[src/rtl/uart_tx_buffered_if.sv]
// uart_tx_buffered_if: byte write handshake into the transmit FIFO
interface uart_tx_buffered_if;
  logic [7:0] tx_data;
  logic tx_valid;
  logic tx_ready;
  modport master(output tx_data, output tx_valid, input tx_ready);
  modport slave(input tx_data, input tx_valid, output tx_ready);
endinterface

[src/rtl/uart_tx_buffered.sv]
// uart_tx_buffered: FIFO-buffered 8N1 UART transmitter
module uart_tx_buffered #(
  parameter int CLK_FREQ = 50000000,
  parameter int BAUD = 115200,
  parameter int FIFO_DEPTH = 16
) (
  input logic clk,
  input logic rst,
  uart_tx_buffered_if.slave tx_if,
  output logic TxD,
  output logic TxD_busy,
  output logic [$clog2(FIFO_DEPTH):0] fifo_count
);
  localparam int CPB = CLK_FREQ / BAUD;
  localparam int AW = $clog2(FIFO_DEPTH);
  localparam int BW = $clog2(CPB);
  localparam logic [BW-1:0] BAUD_LAST = BW'(CPB - 1);
  localparam logic [AW:0] FULL = (AW+1)'(FIFO_DEPTH);
  typedef enum logic [1:0] {IDLE, START, DATA, STOP} state_t;
  state_t state_q, state_d;
  logic [BW-1:0] baud_q, baud_d;
  logic [2:0] bit_q, bit_d;
  logic [7:0] shift_q, shift_d;
  logic [AW-1:0] rd_q, rd_d, wr_q, wr_d;
  logic [AW:0] count_q, count_d;
  logic txd_q, txd_d;
  logic [7:0] mem_q [FIFO_DEPTH];
  logic push, pop, tick, nonempty, shift_en;
  assign nonempty = count_q != '0;
  assign tick = baud_q == BAUD_LAST;
  assign tx_if.tx_ready = count_q != FULL;
  assign push = tx_if.tx_valid && tx_if.tx_ready;
  assign pop = nonempty && (state_q == IDLE || (state_q == STOP && tick));
  assign shift_en = state_q == DATA && tick;
  assign TxD = txd_q;
  assign TxD_busy = state_q != IDLE || nonempty;
  assign fifo_count = count_q;
  always_ff @(posedge clk) begin
    if (rst) begin
      state_q <= IDLE;
      baud_q <= '0;
      bit_q <= '0;
      shift_q <= '0;
      rd_q <= '0;
      wr_q <= '0;
      count_q <= '0;
      txd_q <= 1'b1;
    end else begin
      state_q <= state_d;
      baud_q <= baud_d;
      bit_q <= bit_d;
      shift_q <= shift_d;
      rd_q <= rd_d;
      wr_q <= wr_d;
      count_q <= count_d;
      txd_q <= txd_d;
    end
  end
  always_ff @(posedge clk) begin
    if (push) mem_q[wr_q] <= tx_if.tx_data;
  end
  always_comb begin
    state_d = state_q;
    case (state_q)
      IDLE: state_d = nonempty ? START : IDLE;
      START: state_d = tick ? DATA : START;
      DATA: state_d = (tick && bit_q == 3'd7) ? STOP : DATA;
      STOP: state_d = tick ? (nonempty ? START : IDLE) : STOP;
      default: state_d = IDLE;
    endcase
  end
  always_comb begin
    baud_d = (pop || tick || state_q == IDLE) ? '0 : baud_q + BW'(1);
    bit_d = pop ? 3'd0 : shift_en ? bit_q + 3'd1 : bit_q;
    shift_d = pop ? mem_q[rd_q] : shift_en ? {1'b0, shift_q[7:1]} : shift_q;
    rd_d = rd_q + AW'(pop);
    wr_d = wr_q + AW'(push);
    count_d = (push && !pop) ? count_q + (AW+1)'(1) :
              (pop && !push) ? count_q - (AW+1)'(1) : count_q;
    txd_d = state_d == START ? 1'b0 : state_d == DATA ? shift_d[0] : 1'b1;
  end
endmodule

[src/flat_wrapper.sv]
// flat-port wrapper written by rule: the top's interface ports become plain ports
module uart_tx_buffered_flat 
#(
  parameter int CLK_FREQ = 50000000,
  parameter int BAUD = 115200,
  parameter int FIFO_DEPTH = 16
)
  (clk, rst, TxD, TxD_busy, fifo_count, tx_if_tx_data, tx_if_tx_valid, tx_if_tx_ready);
  uart_tx_buffered_if tx_if_i ();
  input logic clk;
  input logic rst;
  output logic TxD;
  output logic TxD_busy;
  output logic [$clog2(FIFO_DEPTH):0] fifo_count;
  input wire logic [$bits(tx_if_i.tx_data)-1:0] tx_if_tx_data;
  input wire logic [$bits(tx_if_i.tx_valid)-1:0] tx_if_tx_valid;
  output wire logic [$bits(tx_if_i.tx_ready)-1:0] tx_if_tx_ready;
  assign tx_if_i.tx_data = tx_if_tx_data;
  assign tx_if_i.tx_valid = tx_if_tx_valid;
  assign tx_if_tx_ready = tx_if_i.tx_ready;
  uart_tx_buffered #(.CLK_FREQ(CLK_FREQ), .BAUD(BAUD), .FIFO_DEPTH(FIFO_DEPTH)) u_core (.clk(clk), .rst(rst), .tx_if(tx_if_i), .TxD(TxD), .TxD_busy(TxD_busy), .fifo_count(fifo_count));
endmodule
[config.mk]
export PLATFORM = sky130hd
export DESIGN_NAME = uart_tx_buffered_flat
export DESIGN_NICKNAME = d
export VERILOG_FILES = /design/src/rtl/uart_tx_buffered_if.sv /design/src/rtl/uart_tx_buffered.sv /design/src/flat_wrapper.sv
export SDC_FILE = /design/constraint.sdc
export NUM_CORES = 1
export LEC_CHECK = 0
export CAP_MARGIN = 20
export CORE_MARGIN = 1
export CORE_UTILIZATION = 30
export DETAILED_ROUTE_END_ITERATION = 8
export SLEW_MARGIN = 20
export SYNTH_ARGS = -nofsm -noshare
export SYNTH_HDL_FRONTEND = slang
export SYNTH_SLANG_ARGS = --single-unit
[constraint.sdc]
create_clock -name clk -period 3.1 [get_ports clk]
set_clock_uncertainty 0.15 [all_clocks]
set_input_delay 0.465 -clock clk [delete_from_list [all_inputs] [get_ports clk]]
set_output_delay 0.465 -clock clk [all_outputs]
set_load 0.1 [all_outputs]
### Word-level counts from Yosys, hierarchy flattened

Memory sizes are Yosys's and may differ from the RTL's. A register that Yosys moved wholly into a read port is not among the register bits.
Cells that the tools add are included.

| operators by class | value |
|---|---|
| muxes and demuxes | 14 |
| eq/ne operators | 8 |
| reductions and logical operators | 20 |
| add/sub/neg operators | 6 |

Operators by type and width:

| cell | number |
|---|---|
| 8-bit 2-to-1 mux | 2 |
| 5-bit 2-to-1 mux | 2 |
| 9-bit by 1-bit adder with 9-bit output (second input constant) | 1 |
| 9-bit equality test (second input constant) | 1 |
| 4-bit by 1-bit adder with 4-bit output | 2 |
| 2-bit one-hot mux with 4 select lines | 1 |
| 1-bit logical AND | 7 |
| 2-bit equality test (second input constant) | 3 |
| 1-bit 2-to-1 mux | 6 |
| 2-bit nonzero test | 3 |
| 5-bit by 1-bit adder with 5-bit output (second input constant) | 1 |
| 5-bit inequality test (second input constant) | 1 |
| 5-bit nonzero test | 1 |
| 5-bit by 1-bit subtractor with 5-bit output (second input constant) | 1 |
| 2-bit by 1-bit equality test with 1-bit output (second input constant) | 2 |
| 1-bit logical OR | 4 |
| 2-bit 2-to-1 mux | 2 |
| 4-bit 2-to-1 mux | 1 |
| 2-bit OR reduction | 2 |
| 3-bit by 1-bit adder with 3-bit output (second input constant) | 1 |
| 3-bit equality test (second input constant) | 1 |
| 1-bit zero test | 2 |
| 2-bit zero test | 1 |

| word-level totals | value |
|---|---|
| register bits after elaboration | 36 |
| input port bits | 11 |
| memories | 1 |
| bits in writable memories | 128 |

Memories:

| memory | words | width | read ports | clocked after Yosys merged registers in | write ports | line | text |
|---|---|---|---|---|---|---|---|
| u_core.mem_q | 16 | 8 | 1 | 1 | 1 | uart_tx_buffered.sv:27 | `logic [7:0] mem_q [FIFO_DEPTH];` |

### Longest topological paths before layout

| depth | value |
|---|---|
| depth after elaboration | 7 |
| mapped depth | 16 |
| gate-level depth less buffers | 14 |

### Worst setup path after synthesis

No wires, ideal clock.

| path | value |
|---|---|
| path type | register to register |
| from | reg u_core.count_q[4], in the netlist u_core.fifo_count[4] |
| to | reg u_core.count_q[4], in the netlist u_core.fifo_count[4] |
| arrival | 3.929 ns |
| required time | 2.879 ns |
| cell stages (with the launch flop) | 12 |
| setup slack | -1.050 ns |
| buffers on the path | 1 |
| path through | dfxtp_1 -> nand2_1 -> and2_1 -> clkbuf_1 -> ha_1 -> inv_1 -> ha_1 -> a21o_1 -> a21oi_1 -> xnor2_1 -> or3_1 -> a21oi_1 |

| between the ends | value |
|---|---|
| cells in the longest elaborated chain, start to end | 5 |
| elaborated cells on any way between the ends | 13 |
| those cells by class | add/sub: 2; eq/ne: 1; mux: 2; reduce/logical: 8 |

Ends and longest elaborated chain:

| what | line | text |
|---|---|---|
| start, declared | uart_tx_buffered.sv:25 | `logic [AW:0] count_q, count_d;` |
| start signal, assigned | uart_tx_buffered.sv:55 | `count_q <= count_d;` |
| 5-bit inequality test (*) | uart_tx_buffered.sv:31 | `assign tx_if.tx_ready = count_q != FULL;` |
| via tx_if_tx_ready | flat_wrapper.sv:17 | `output wire logic [$bits(tx_if_i.tx_ready)-1:0] tx_if_tx_ready;` |
| 1-bit logical AND (*) | uart_tx_buffered.sv:32 | `assign push = tx_if.tx_valid && tx_if.tx_ready;` |
| 1-bit zero test | uart_tx_buffered.sv:79 | `(pop && !push) ? count_q - (AW+1)'(1) : count_q;` |
| 1-bit logical AND | uart_tx_buffered.sv:79 |  |
| 2-bit nonzero test (no line) | -- |  |

Mark *: on every way through the listed nets, which the timed path passes. The rest lies on a longest branch. The select of a mux whose other input is x is not followed.
A chain may end at the register's enable or synchronous reset.

### Final worst setup path

| path | value |
|---|---|
| from | reg u_core.count_q[2], in the netlist u_core.fifo_count[2] |
| to | reg u_core.count_q[4], in the netlist u_core.fifo_count[4] |

| between the ends | value |
|---|---|
| cells in the longest elaborated chain, start to end | 5 |
| elaborated cells on any way between the ends | 13 |
| those cells by class | add/sub: 2; eq/ne: 1; mux: 2; reduce/logical: 8 |

Ends and longest elaborated chain:

| what |
|---|
| branches (longest 5 deep; another with 5-bit by 1-bit subtractor with 5-bit output) |

Parallel ways; which one is timed is not known. The select of a mux whose other input is x is not followed.

==> results.md <==
* Warnings, synthesis at 0
* Hold_ws at roughly 0.34 ns
* Final Wtd Congestion at 0.825
* Clock Pin Slew Worst Setup and Hold Paths at approximately 0.070 ns
* Reg2Reg Depth at 12
* IO Pins at 19
* Clock Latency Late Sink at 0.42 ns
* TritonRoute pass-1 iters at 4
* Finished Layout Cells at about 730
* Initial antenna violation count at 0
* Post-DP HPWL at around 8500 um
* CTS buffer count at 17
* P&R area growth vs syn at 17.9%
* Async SR Flop Fraction at 0%
* DRT iter0 DRCs at 281
* DR WL/cell at approximately 18 um
* Number of synthesized flops with an enable pin at about 130
* Hold_buf cts at 0
* Worst min path class: reg2reg
* Routed vias at about 3.6k
* Crit-path leading delay family: simple AND/OR/NAND/NOR gates
* Die area at between 0.02 and 0.025 mm^2
* Final instance area at between 0.007 and 0.008 mm^2
* Antenna viol nets, final at 0
* Max frequency at about 350 MHz
* HP Start: u_core.baud_q[0]
* Final Cycle Share at ~93%
* Minimum clock period at between 2 and 3 ns
* Max Slew Vio Count at 0
* Die height at roughly 150 um
* Reg-to-Reg End: u_core.fifo_count[4]
* Routed WL at 13000 um
* Comb pwr share at around a quarter
* Post-route setup slack at about 0.21 ns
* Slowest stage cell, crit path: or4_4
* WS Path Type: reg2reg
* Initial Utilization at 30.6%
* Rows at 54
* Max-cap violations at 0
* Longest Clk Path Bufs at 2
* Crit start category: register
* Slew headroom at about half
* Fillers at 2031
* Clock Power Share at 31.6%
* Slew at the pin with the worst max-slew slack at around 0.75 ns
* Share of the yosys chip area belonging to registers at just under 70%
* Core area at about 0.022 mm^2
* TNS Setup at 0 ns
* Syn_area_per_cell at about 17 um^2
* RSZ-0062 raised after global routing: false
* Mapped Area at around 0.0067 mm^2
* Register bit total from synthesis at 164
* Peak fanout along the critical path at 5
* R2R setup slack at roughly 0.21 ns
* Status: finished clean
* Vias in the first global route at roughly 3.6k
* CP bufs+invs at 2
* Area leader, netlist: edfxtp_1
* Most common cell after layout, fill and taps aside: edfxtp_1
* Number of placed instances, taps included at 700
* Clk root buf: clkbuf_16
* CP required at roughly 3.3 ns
* First-pass GRT wire length at slightly above 20000 um
* Synth top area cells: edfxtp_1 (58%), dfxtp_1 (11%), mux4_2 (11%), ha_1 (2.3%), nor2_1 (2.0%)
* Sw Ratio at 31.8%
* Detailed-route DRC error count at 0
* Hold Violations, Final at 0
* Cell internal pwr at ~4.3 mW
* CTS tree: built
* Final nets at between 400 and 500
* Htree depth at 4
* Synthesized instance count at 403
* Dpl ws at around 0.23 ns
* Share of cells above drive strength 1 at between 20% and 30%
* Largest net degree at the start of global routing at 33
* Die width at around 150 um
* Largest stage delay, worst path at about 0.56 ns
* NetSw at a little over 2 mW
* Port Buffers at 18
* Sink Count at approximately 160
* # setup viols final at 0
* Most frequent cells in the layout: edfxtp_1 (128), nor2_1 (35), mux4_2 (32)
* Syn nets at approximately 430
* Placed inst area at 0.00729 mm^2
* Crit-path cells: or4_4, o21ai_2, o2bb2ai_2, inv_1, ha_2, inv_2, ha_1, a21o_1, a21oi_2, xnor2_1, or3_1, a21oi_1
* CP Capture Type: register
* Worst Hold Path EP: u_core.baud_q[0]
* Static Leak at between 2 and 3 nW
* Max rail drop VDD at 0.401 mV
* # diodes at 0
* Pwr dens at about 810 mW/mm^2
* Synth unique cells at 55
* Global Route Usage Sum at around an eighth
* CP startpoint: u_core.fifo_count[2]
* Hold path cells at 1
* Global route overflow at 0
* CP arrival at between 3 and 4 ns
* Share of power burned in registers at approximately 42%
* Post-synth top area share at about 58%
* Top FF cell, synth: edfxtp_1
* FF-to-FF Start: u_core.fifo_count[2]
* Via density at around 4.9
==> final cells by class <==
type / count / area, um^2 / share of cell area (%)
Tap cell: 280 / 350 / 4.46
Sequential cell: 164 / 4580 / 58.2
Clock inverter: 14 / 145 / 1.85
Timing Repair Buffer: 41 / 345 / 4.39
Multi-Input combinational cell: 210 / 2000 / 25.4
Inverter: 5 / 18.8 / 0.239
Clock buffer: 18 / 429 / 5.46
==> worst max path at each step <==
stage,slack (ns),depth (start not counted),to
3_5_place_dp,0.23,12,u_core.fifo_count[4]
5_1_grt,0.007,12,u_core.fifo_count[4]
6_report,0.21,12,u_core.fifo_count[4]
3_3_place_gp,0.26,12,u_core.fifo_count[4]
2_1_floorplan,-0.06,14,u_core.fifo_count[4]
4_1_cts,0.20,12,u_core.fifo_count[4]
==> cells by family (layout without fill, tap and decap cells) <==
logic type | after synthesis | in the layout | share of synthesized area, %
AO/OA/AOI/OAI | 51 | 51 | 5.68
multiplexers | 39 | 39 | 11.9
adder cells (fa/ha/maj) | 13 | 13 | 2.55
buffers and inverters | 29 | 78 | 2.16
AND/OR/NAND/NOR | 92 | 92 | 7.35
XOR/XNOR | 15 | 15 | 1.97
flip-flops | 164 | 164 | 68.4
==> per-stage QoR <==
stage | power [mW] | util (%)
floorplan | 4.01 | -
CTS | 6.40 | 36.0
global placement | 4.37 | 33.4
detailed placement | 4.40 | 33.4
global route | 6.65 | 36.0
finish | 6.34 | 36.0
==> state kept, by name, summed over array words and instances (netlist names) <==
name / count
u_core.TxD: 1
u_core.fifo_count: 5
u_core.shift_q: 8
u_core.baud_q: 9
u_core.mem_q: 128
u_core.wr_q: 4
u_core.bit_q: 3
u_core.rd_q: 4
u_core.state_q: 2
==> Yosys cell counts, types with 3 or more instances <==
library cell / number
a22oi_1: 14
nand2_1: 10
nor3_1: 7
edfxtp_1: 128
o21ai_0: 5
buf_2: 4
xor2_1: 6
nor2_1: 35
nand3_1: 7
a21oi_1: 7
inv_1: 5
a211oi_1: 6
or3_1: 3
a311oi_1: 6
buf_1: 4
ha_1: 12
xnor2_1: 9
dfxtp_1: 36
nor2b_1: 13
mux4_2: 32
mux2i_1: 6
clkbuf_1: 11
==> repair_timing <==
action                                  in CTS  in global routing
gates resized for setup                      0                  1
setup buffers                                0                  0
endpoints found under the setup margin       0                  1
hold endpoints to repair                     0                  0
==> power groups by stage <==
| stage | clock network, mW | registers [mW] | logic, mW |
|---|---|---|---|
| floorplan | 0 | 2.86 | 1.16 |
| global placement | 0 | 2.71 | 1.66 |
| detailed placement | 0 | 2.72 | 1.68 |
| CTS | 2.04 | 2.68 | 1.68 |
| global route | 2.13 | 2.70 | 1.81 |
| finish | 2.00 | 2.67 | 1.66 |
==> routing by layer <==
| metal | vias to the layer above | wire length [um] | GRT usage, % |
|---|---|---|---|
| li1 | 1649 | - | - |
| met1 | 1799 | 5510 | 15.8 |
| met2 | 102 | 6470 | 20.9 |
| met3 | 12 | 863 | 2.44 |
| met4 | 0 | 125 | 4.00 |
| met5 | - | 0 | 0 |
==> worst register-to-register path: cells and delay by family (launching register included) <==
kind                       cells  cell delay, ns
xor gates and xnor gates       1            0.08
adders and majority gates      2            0.50
and+or+nand+nor                2            0.87
DFF                            1            0.37
buffers and inverters          2            0.11
AOI/OAI and AO/OA              5            0.74
No activity file was read; power rests on OpenSTA's default activity.
